==> config.mk <==
export PLATFORM = sky130hd
export DESIGN_NAME = reg_write_arbiter
export DESIGN_NICKNAME = d
export VERILOG_FILES = /design/src/rtl/reg_arb_pkg.sv /design/src/rtl/wb_hold_slot.sv /design/src/rtl/reg_write_arbiter.sv
export SDC_FILE = /design/constraint.sdc
export NUM_CORES = 1
export LEC_CHECK = 0
export CAP_MARGIN = 20
export CORE_MARGIN = 2
export CORE_UTILIZATION = 43
export CTS_CLUSTER_DIAMETER = 80
export DETAILED_ROUTE_END_ITERATION = 8
export GPL_TIMING_DRIVEN = 0
export PLACE_DENSITY = 0.75
export SLEW_MARGIN = 20
export SYNTH_ARGS = -nofsm -noshare
export SYNTH_HDL_FRONTEND = slang
export SYNTH_SLANG_ARGS = --single-unit
==> constraint.sdc <==
create_clock -name clk -period 2.1 [get_ports clk]
set_input_delay 0.42 -clock clk [delete_from_list [all_inputs] [get_ports clk]]
set_output_delay 0.42 -clock clk [all_outputs]
set_load 0.02 [all_outputs]
==> src/rtl/reg_arb_pkg.sv <==
// Shared widths, requester identifiers and the writeback request record used
// by the register-file write arbiter and its holding slots.
package reg_arb_pkg;

  localparam int unsigned DATA_W = 8;
  localparam int unsigned ADDR_W = 3;
  localparam int unsigned NREG   = 1 << ADDR_W;

  typedef enum logic {
    REQ_ALU = 1'b0,
    REQ_MEM = 1'b1
  } req_id_e;

  typedef struct packed {
    logic [ADDR_W-1:0] addr;
    logic [DATA_W-1:0] data;
  } wb_req_t;

  function automatic logic [NREG-1:0] addr_onehot(input logic              en,
                                                  input logic [ADDR_W-1:0] addr);
    logic [NREG-1:0] v;
    v = '0;
    if (en) v[addr] = 1'b1;
    return v;
  endfunction

endpackage

==> src/rtl/wb_hold_slot.sv <==
// One-entry writeback holding slot with valid/ready handshake, clear-on-grant
// and an age bit telling whether this entry was captured before its peer's.
module wb_hold_slot
  import reg_arb_pkg::*;
(
  input  logic    clk,
  input  logic    RESET,
  input  logic    valid_i,
  input  wb_req_t req_i,
  output logic    ready_o,
  input  logic    grant_i,
  input  logic    peer_cap_i,
  input  logic    tie_old_i,
  output logic    cap_o,
  output logic    valid_o,
  output wb_req_t req_o,
  output logic    older_o,
  output logic    valid_d_o,
  output wb_req_t req_d_o
);

  logic    valid_q, valid_d;
  wb_req_t req_q, req_d;
  logic    older_q, older_d;

  always_comb begin
    ready_o = RESET & (~valid_q | grant_i);
    cap_o   = valid_i & ready_o;
    valid_d = valid_q;
    req_d   = req_q;
    older_d = older_q;
    // A fresh capture is younger than a held peer; on a same-edge capture
    // tie_old_i decides which of the two counts as older.
    if (cap_o) begin
      valid_d = 1'b1;
      req_d   = req_i;
      older_d = peer_cap_i & tie_old_i;
    end else begin
      if (grant_i)    valid_d = 1'b0;
      if (peer_cap_i) older_d = 1'b1;
    end
  end

  always_ff @(posedge clk) begin
    if (!RESET) begin
      valid_q <= 1'b0;
      req_q   <= '0;
      older_q <= 1'b0;
    end else begin
      valid_q <= valid_d;
      req_q   <= req_d;
      older_q <= older_d;
    end
  end

  assign valid_o   = valid_q;
  assign req_o     = req_q;
  assign older_o   = older_q;
  assign valid_d_o = valid_d;
  assign req_d_o   = req_d;

endmodule

==> src/rtl/reg_write_arbiter.sv <==
// Shares the register file write port between the ALU and load writeback
// paths: round-robin grant with same-address ordering, registered write stage.
module reg_write_arbiter
  import reg_arb_pkg::*;
(
  input  logic              clk,
  input  logic              RESET,
  input  logic              alu_valid,
  output logic              alu_ready,
  input  logic [ADDR_W-1:0] alu_addr,
  input  logic [DATA_W-1:0] alu_data,
  input  logic              mem_valid,
  output logic              mem_ready,
  input  logic [ADDR_W-1:0] mem_addr,
  input  logic [DATA_W-1:0] mem_data,
  output logic              WRITE,
  output logic [ADDR_W-1:0] INaddr,
  output logic [DATA_W-1:0] IN,
  output logic [NREG-1:0]   pending,
  output logic [7:0]        conflict_cnt
);

  wb_req_t alu_req, mem_req;
  wb_req_t alu_held, mem_held, alu_nxt, mem_nxt;
  logic    alu_v, mem_v, alu_v_nxt, mem_v_nxt;
  logic    alu_older, mem_older, alu_cap, mem_cap;
  logic    gnt_alu, gnt_mem, both_v;

  req_id_e           last_q, last_d;
  logic              write_q, write_d;
  logic [ADDR_W-1:0] waddr_q, waddr_d;
  logic [DATA_W-1:0] wdata_q, wdata_d;
  logic [NREG-1:0]   pending_q, pending_d;
  logic [7:0]        cnt_q, cnt_d;

  assign alu_req = '{addr: alu_addr, data: alu_data};
  assign mem_req = '{addr: mem_addr, data: mem_data};

  wb_hold_slot u_alu_slot (
    .clk        (clk),
    .RESET      (RESET),
    .valid_i    (alu_valid),
    .req_i      (alu_req),
    .ready_o    (alu_ready),
    .grant_i    (gnt_alu),
    .peer_cap_i (mem_cap),
    .tie_old_i  (1'b0),
    .cap_o      (alu_cap),
    .valid_o    (alu_v),
    .req_o      (alu_held),
    .older_o    (alu_older),
    .valid_d_o  (alu_v_nxt),
    .req_d_o    (alu_nxt)
  );

  // On a same-edge capture the load slot counts as older, so the ALU value
  // is the one left in the register.
  wb_hold_slot u_mem_slot (
    .clk        (clk),
    .RESET      (RESET),
    .valid_i    (mem_valid),
    .req_i      (mem_req),
    .ready_o    (mem_ready),
    .grant_i    (gnt_mem),
    .peer_cap_i (alu_cap),
    .tie_old_i  (1'b1),
    .cap_o      (mem_cap),
    .valid_o    (mem_v),
    .req_o      (mem_held),
    .older_o    (mem_older),
    .valid_d_o  (mem_v_nxt),
    .req_d_o    (mem_nxt)
  );

  assign both_v = alu_v & mem_v;

  always_comb begin
    gnt_alu = 1'b0;
    gnt_mem = 1'b0;
    if (both_v) begin
      if (alu_held.addr == mem_held.addr) begin
        if (mem_older && !alu_older) gnt_mem = 1'b1;
        else                         gnt_alu = 1'b1;
      end else if (last_q == REQ_MEM) begin
        gnt_alu = 1'b1;
      end else begin
        gnt_mem = 1'b1;
      end
    end else begin
      gnt_alu = alu_v;
      gnt_mem = mem_v;
    end
  end

  always_comb begin
    write_d = gnt_alu | gnt_mem;
    waddr_d = waddr_q;
    wdata_d = wdata_q;
    last_d  = last_q;
    if (gnt_mem) begin
      waddr_d = mem_held.addr;
      wdata_d = mem_held.data;
      last_d  = REQ_MEM;
    end else if (gnt_alu) begin
      waddr_d = alu_held.addr;
      wdata_d = alu_held.data;
      last_d  = REQ_ALU;
    end
    cnt_d = cnt_q;
    if (both_v && cnt_q != 8'hFF) cnt_d = cnt_q + 8'd1;
    pending_d = addr_onehot(alu_v_nxt, alu_nxt.addr)
              | addr_onehot(mem_v_nxt, mem_nxt.addr)
              | addr_onehot(write_d, waddr_d);
  end

  always_ff @(posedge clk) begin
    if (!RESET) begin
      write_q   <= 1'b0;
      waddr_q   <= '0;
      wdata_q   <= '0;
      pending_q <= '0;
      cnt_q     <= '0;
      last_q    <= REQ_MEM;
    end else begin
      write_q   <= write_d;
      waddr_q   <= waddr_d;
      wdata_q   <= wdata_d;
      pending_q <= pending_d;
      cnt_q     <= cnt_d;
      last_q    <= last_d;
    end
  end

  assign WRITE        = write_q;
  assign INaddr       = waddr_q;
  assign IN           = wdata_q;
  assign pending      = pending_q;
  assign conflict_cnt = cnt_q;

endmodule
==> results of run 1 <==
## through the flow
stage	cell area, sq um	hold slack (ps)	TNS [ps]	setup WS (ps)	power [mW]
6_report	3842	455.9	-577.3	-198.4	2.335
5_1_grt	3842	475.5	-1413	-208.3	2.422
4_1_cts	3586	458.1	-557.8	-107.5	2.250
3_5_place_dp	3272	440.9	-3535	-624.5	1.604
3_3_place_gp	3272	436.7	-2384	-612.3	1.595
2_1_floorplan	2638	428.7	0	139.5	1.426
## Yosys cell counts, types with 3 or more instances
cell type  instances  area, sq um
and2_1             3        18.77
and3_1             6        37.54
buf_2              6        30.03
clkbuf_1          14        52.55
dfxtp_1           55         1101
inv_1              6        22.52
mux2_1             3        33.78
mux2i_1           19        190.2
nand2_1           33        123.9
nand2b_1           3        18.77
nand3_1            6        30.03
nand4_1            4        25.02
nor2_1            53        198.9
nor3_1            12        60.06
nor4_1             4        25.02
o21ai_1            9        45.04
o221ai_1           9        78.83
o32ai_1            8        70.07
xnor2_1            5        43.79
xor2_1             8        70.07
## metal layers
metal / routed length, um / up-vias / track usage, %
met5: 0 / - / 0
met4: 331 / 0 / 9.500
met3: 445 / 35 / 5.000
met2: 3847 / 120 / 34.92
met1: 3213 / 1274 / 28.17
li1: - / 1250 / -
## state kept, by name (all words and copies together) (netlist names)
register,flops
u_mem_slot.older_o,1
u_mem_slot.req_o,11
pending,8
u_alu_slot.valid_o,1
conflict_cnt,8
IN,8
u_mem_slot.valid_o,1
WRITE,1
u_alu_slot.older_o,1
u_alu_slot.req_o,11
last_q,1
INaddr,3
## cells in the final DEF, fill, tap and decap left out, types with 6 or more instances in the layout
cell,Yosys,final
inv_1,6,6
nand2_1,33,31
nor3_1,12,6
buf_6,1,8
o32ai_1,8,6
buf_4,2,19
clkbuf_8,0,6
clkdlybuf4s50_1,0,52
clkbuf_1,14,10
nand3_1,6,6
dfxtp_1,55,50
o21ai_1,9,8
mux2i_1,19,19
o221ai_1,9,6
nor2_1,53,51
## final cells by class
type / instances / share of cell area, %
multi-input combinational: 223 / 43.44
tap: 75 / 2.442
timing repair buffer: 73 / 17.84
inverter: 6 / 0.5861
clock inverter: 3 / 0.6187
sequential: 55 / 28.82
buffer: 23 / 4.461
clock buffer: 5 / 1.791
## kinds of logic (layout without fill, tap and decap cells)
logic type      after synthesis  in the layout  share of synthesized area, %
simple gates                138            138                         25.43
compound gates               49             49                         14.56
buf+inv                      29            110                         4.981
fa+ha+maj                     1              1                        0.4743
mux                          22             22                         8.491
flops                        55             55                         41.75
xor+xnor                     13             13                         4.317
## worst paths after layout
path / start / endpoint / slack [ps] / cells past startpoint
max: u_mem_slot.req_o[10] / mem_ready / -200 / 7
min: u_alu_slot.req_o[7] / u_alu_slot.req_o[7] / 460 / 2
max reg2reg: u_mem_slot.req_o[10] / pending[1] / -110 / 8
min reg2reg: u_alu_slot.req_o[7] / u_alu_slot.req_o[7] / 460 / 2
## worst min-delay path: cells and delay by family (launching register included)
kind | cells | cell delay [ps]
DFF | 1 | 320
AOI/OAI and AO/OA | 1 | 50
and+or+nand+nor | 1 | 50
## repair_timing
| item | CTS | global route |
|---|---|---|
| endpoints found under the setup margin | 30 | 30 |
| setup buffers | 8 | 10 |
| pin swaps | 5 | 11 |
| cloned | 0 | 1 |
| gates resized for setup | 45 | 40 |
## where the power goes
group	switching [mW]	internal [mW]	leakage (nW)	total (mW)
Sequential	0.0412	1.11	0.454	1.15
Clock	0.370	0.241	0.0461	0.612
Combinational	0.301	0.275	0.983	0.576
Total	0.713	1.62	1.48	2.33
==> reports/results.ini, run 1 <==
[status]
outcome=complete, but fails checks
violations=negative setup slack

[synthesis]
synth_warnings=0
synth-seq-area-share_pct=41.75
async_flop_share_pct=0
ys.flop_type=dfxtp_1
synth-edff-count=0
netlist_instances=307
syn_nets=334
ys_ff_latch=55
syn_area_per_cell_sq_um=8.591
netlist_area_sq_um=2638
yosysUniqueCellTypes=52

[drt]
via_per_inst=5.786
drt_first_pass_iters=6
wl_per_cell_um=16.93
drtIter0Drc=257
wl_mm=7.838
via_count=2679
final_antenna_net_count=0
drc=0

[final_layout]
area_growth_pct=45.68
fillers=491
register_area_sq_um=1107
post_route_cells_drive_above_1_share_pct=21.65
final_cells=463
multi_input_comb_area_sq_um=1669
fin_util_pct=64.90
antennaDiodeCount=0
nNetsFinal=414

[placed_design]
place.gp.congestion=0.9095
dp.cells=436
portBuffers=54
dp_hpwl_mm=4.926

[timing]
hold_violations=0
finClkSkew_ps=12.47
setup_ws_ps=-198.4
worst_pin_slew_ps=571.0
finalSetupViolCount=8
slew_headroom_pct=61.93
timing.fmax_ghz=0.4351
rsz0062_at_grt=yes
fin_crit_ps=2298
maxSlewViolCount=0
fin_crit_sh_pct=109.4

[worst_setup_path]
path_delay_family=buffers and inverters
cp_slowest_cell=dfxtp_2
slowest_delay_ps=340
required_ps=1680
worstPathMaxFanout=5
crit_path_start_kind=flop
crit_type=reg2out
critical_path_arrival_ps=1880
cp_cell_sequence=buf_8 -> xor2_4 -> nor4_4 -> buf_4 -> nor3_4 -> nor2_1 -> buf_4
end_kind=primary output
crit_buf_inv=3
path_common_cell=buf_4

[die]
die_h_um=82.32
core_sq_um=5921
dieArea_sq_um=6777
num_io_pins=56
initial_core_util_pct=44.55
die_w_um=82.32
rows=28

[clocking]
numCtsBuffers=5
clk_pin_slew_ps=100
cts_sinks=55
clk_path_buf_depth=2
cts_tree=yes
clock_latency_ps=330
ctsHoldBuffers=0
htreeDepth=2
cts_root_buf=clkbuf_8

[power]
p_leak_nw=1.483
max-vdd-ir-drop_mv=0.4388
power_density_nw_per_um2=607.6

[grt]
grt_pass1_vias=2348
grt-ovfl-total=0
grt_max_degree=19
antenna_found_initial=0
grt_usage_pct=21.85
grt_pass1_wl_mm=11.07

[flow_run]
drv_cap=0

[worst_hold_path]
hold_class=reg2reg

Note: power is estimated with default switching activity, not from simulation.
==> run 2, diff against run 1 <==
--- a/config.mk
+++ b/config.mk
@@ -5,6 +5,7 @@
 export SDC_FILE = /design/constraint.sdc
 export NUM_CORES = 1
 export LEC_CHECK = 0
+export ABC_AREA = 1
 export CAP_MARGIN = 20
 export CORE_MARGIN = 2
 export CORE_UTILIZATION = 43
==> run 2 against run 1 <==
  * Clock power decreased by 4.7%
  * Via count down 2.1%
  * Register-to-register slack improved by 270 ps
  * Non-clock buffer count fell by 25
  * Power down 8.7%
  * Wire length down 16%
  * Cell area decreased by 9.7%
  * The run now ends clean
  * Sequential share of layout area increased by 3.2 points
  * Utilization is 6.6 points lower
==> reports/results.ini, run 2 <==
[status]
outcome=completed

[worst_setup_path]
required_ps=1680
critical_path_arrival_ps=1580
rrSetupSlack_ps=160
crit_type=reg2out
crit_path_start_kind=flop
regToRegEndpoint=pending[1]
reg2regPathDepth=11
r2r_start=u_alu_slot.req_o[10]
worstPathMaxFanout=6
end_kind=primary output

[final_layout]
mostFrequentLayoutCells=124 x nand2_1, 55 x nor2_1, 52 x clkdlybuf4s50_1
post_route_cells_drive_above_1_share_pct=12.58
area_growth_pct=30.48
antennaDiodeCount=0
layout_commonest_cell=nand2_1
nNetsFinal=480
fin_area_sq_um=3471

[flow_run]
drv_cap=0

[clocking]
clock_latency_ps=310
clk_path_buf_depth=2
cts_tree=yes
cts_sinks=55
htreeDepth=2
numCtsBuffers=5
cts_root_buf=clkbuf_8
clk_pin_slew_ps=100

[grt]
grt_max_degree=20
grt_usage_pct=20.27
grt_pass1_wl_mm=10.47
grt-ovfl-total=0
antenna_found_initial=0
grt_pass1_vias=2380

[power]
max-vdd-ir-drop_mv=0.3294
power_density_nw_per_um2=614.4
p_leak_nw=1.589

[die]
core_sq_um=5956
rows=28
initial_core_util_pct=44.66
die_w_um=82.65
num_io_pins=56
die_h_um=82.65
dieArea_sq_um=6831

[timing]
slew_headroom_pct=55.62
fin_crit_ps=2001
finClkSkew_ps=10.55
finalSetupViolCount=0
maxSlewViolCount=0
timing.fmax_ghz=0.4998
hold_violations=0
fin_crit_sh_pct=95.28
setup_ws_ps=99.12
worst_pin_slew_ps=663.3

[synthesis]
yosysTopAreaCell=dfxtp_1
ys_ff_latch=55
netlist_top_cells_count=127 x nand2_1, 56 x nor2_1, 55 x dfxtp_1, 44 x inv_1, 19 x nand3_1
syn_area_per_cell_sq_um=6.874
netlist_area_sq_um=2660
synth.area.top_cells=dfxtp_1 41%, nand2_1 18%, nor2_1 7.9%
netlist_instances=387
ys.flop_type=dfxtp_1
async_flop_share_pct=0
synth_most_common_cell=nand2_1
synth_warnings=0
synth_top_cell_area_share_pct=41.39
synth-seq-area-share_pct=41.39
syn_nets=414
yosysUniqueCellTypes=32
synth-edff-count=0

[placed_design]
portBuffers=54
dpl_cell_area_sq_um=3294
dp_hpwl_mm=4.821
place.gp.congestion=0.8834
post-place-ws_ps=-728.7

[drt]
wl_per_cell_um=12.44
via_count=2624
wl_mm=6.566
drt_first_pass_iters=5
drtIter0Drc=179
via_per_inst=4.970
drc=0
final_antenna_net_count=0

[worst_hold_path]
hold_path_depth=2
hold-path-endpoint=u_mem_slot.req_o[0]
min_from=u_mem_slot.req_o[0]
hold_class=reg2reg

==> run 2: critical path: stages (launching register included) <==
cell	delay, ps
dfxtp_4	380
xnor2_4	190
nand4_1	190
nand3_4	140
buf_6	130
nand2_2	60
inv_2	50
buf_6	100
==> run 2: cell type report <==
class	instances	area, sq um
clock inverters	2	16.27
well taps	75	93.84
plain buffers	11	80.08
fillers	566	2485
inverters	47	177.7
clock buffers	5	68.82
flip-flops and latches	55	1112
multi-input cells	273	1336
repair buffers	60	585.6
==> run 2: per-layer routing <==
| layer | vias up | share of wire (%) | track usage (%) | wire length, um |
|---|---|---|---|---|
| li1 | 1350 | - | - | - |
| met1 | 1183 | 47 | 26.85 | 3065 |
| met2 | 85 | 46 | 33.31 | 3038 |
| met3 | 6 | 5.7 | 3.261 | 376 |
| met4 | 0 | 1.3 | 7.377 | 86 |
| met5 | - | 0 | 0 | 0 |
==> run 2: cell families (layout without fill, tap and decap cells) <==
logic type / count (synthesis) / count (layout) / synth area share, %
AO/OA/AOI/OAI: 34 / 34 / 8.279
AND/OR/NAND/NOR: 237 / 237 / 39.60
flip-flops: 55 / 55 / 41.39
buffers and inverters: 59 / 125 / 9.642
XOR/XNOR: 1 / 1 / 0.6116
adder cells (fa/ha/maj): 1 / 1 / 0.4703
==> run 2: power by group <==
| group | switching [mW] | internal (mW) | total (mW) |
|---|---|---|---|
| Clock | 0.350 | 0.233 | 0.583 |
| Combinational | 0.243 | 0.177 | 0.420 |
| Sequential | 0.0323 | 1.10 | 1.13 |
| Total | 0.625 | 1.51 | 2.13 |
==> run 2: worst max-delay path by stage <==
stage,startpoint,end,slack [ps],cells after the start
after floorplan,RESET,mem_ready,90,6
after global placement,RESET,mem_ready,-740,7
after detailed placement,RESET,mem_ready,-730,7
after CTS,u_alu_slot.req_o[10],alu_ready,2,7
after global routing,u_mem_slot.req_o[8],pending[6],-20,15
final,u_alu_slot.req_o[10],mem_ready,100,7
==> run 2: through the flow <==
| step | hold slack [ps] | setup TNS [ps] | total power, mW | instances | util (%) |
|---|---|---|---|---|---|
| final | 475.0 | 0 | 2.132 | 528 | 58.28 |
| after CTS | 472.2 | 0 | 2.124 | 524 | 57.31 |
| after floorplan | 436.2 | 0 | 1.400 | 387 | - |
| after global placement | 448.2 | -929.5 | 1.538 | 516 | 55.32 |
| after global routing | 502.4 | -27.74 | 2.235 | 528 | 58.28 |
| after detailed placement | 456.8 | -1051 | 1.548 | 516 | 55.32 |
==> run 2: timing repair <==
item | CTS | global route
hold buffers | 0 | 0
setup endpoints to repair | 2 | 10
pin swaps | 4 | 3
resized for setup | 16 | 16
buffers inserted | 2 | 4
==> run 3, diff against run 2 <==
--- a/config.mk
+++ b/config.mk
@@ -11,6 +11,7 @@
 export CORE_UTILIZATION = 43
 export CTS_CLUSTER_DIAMETER = 80
 export DETAILED_ROUTE_END_ITERATION = 8
+export GPL_ROUTABILITY_DRIVEN = 0
 export GPL_TIMING_DRIVEN = 0
 export PLACE_DENSITY = 0.75
 export SLEW_MARGIN = 20
==> results of run 3 <==
The final DEF is identical to that of run 2; final timing and power are the same.
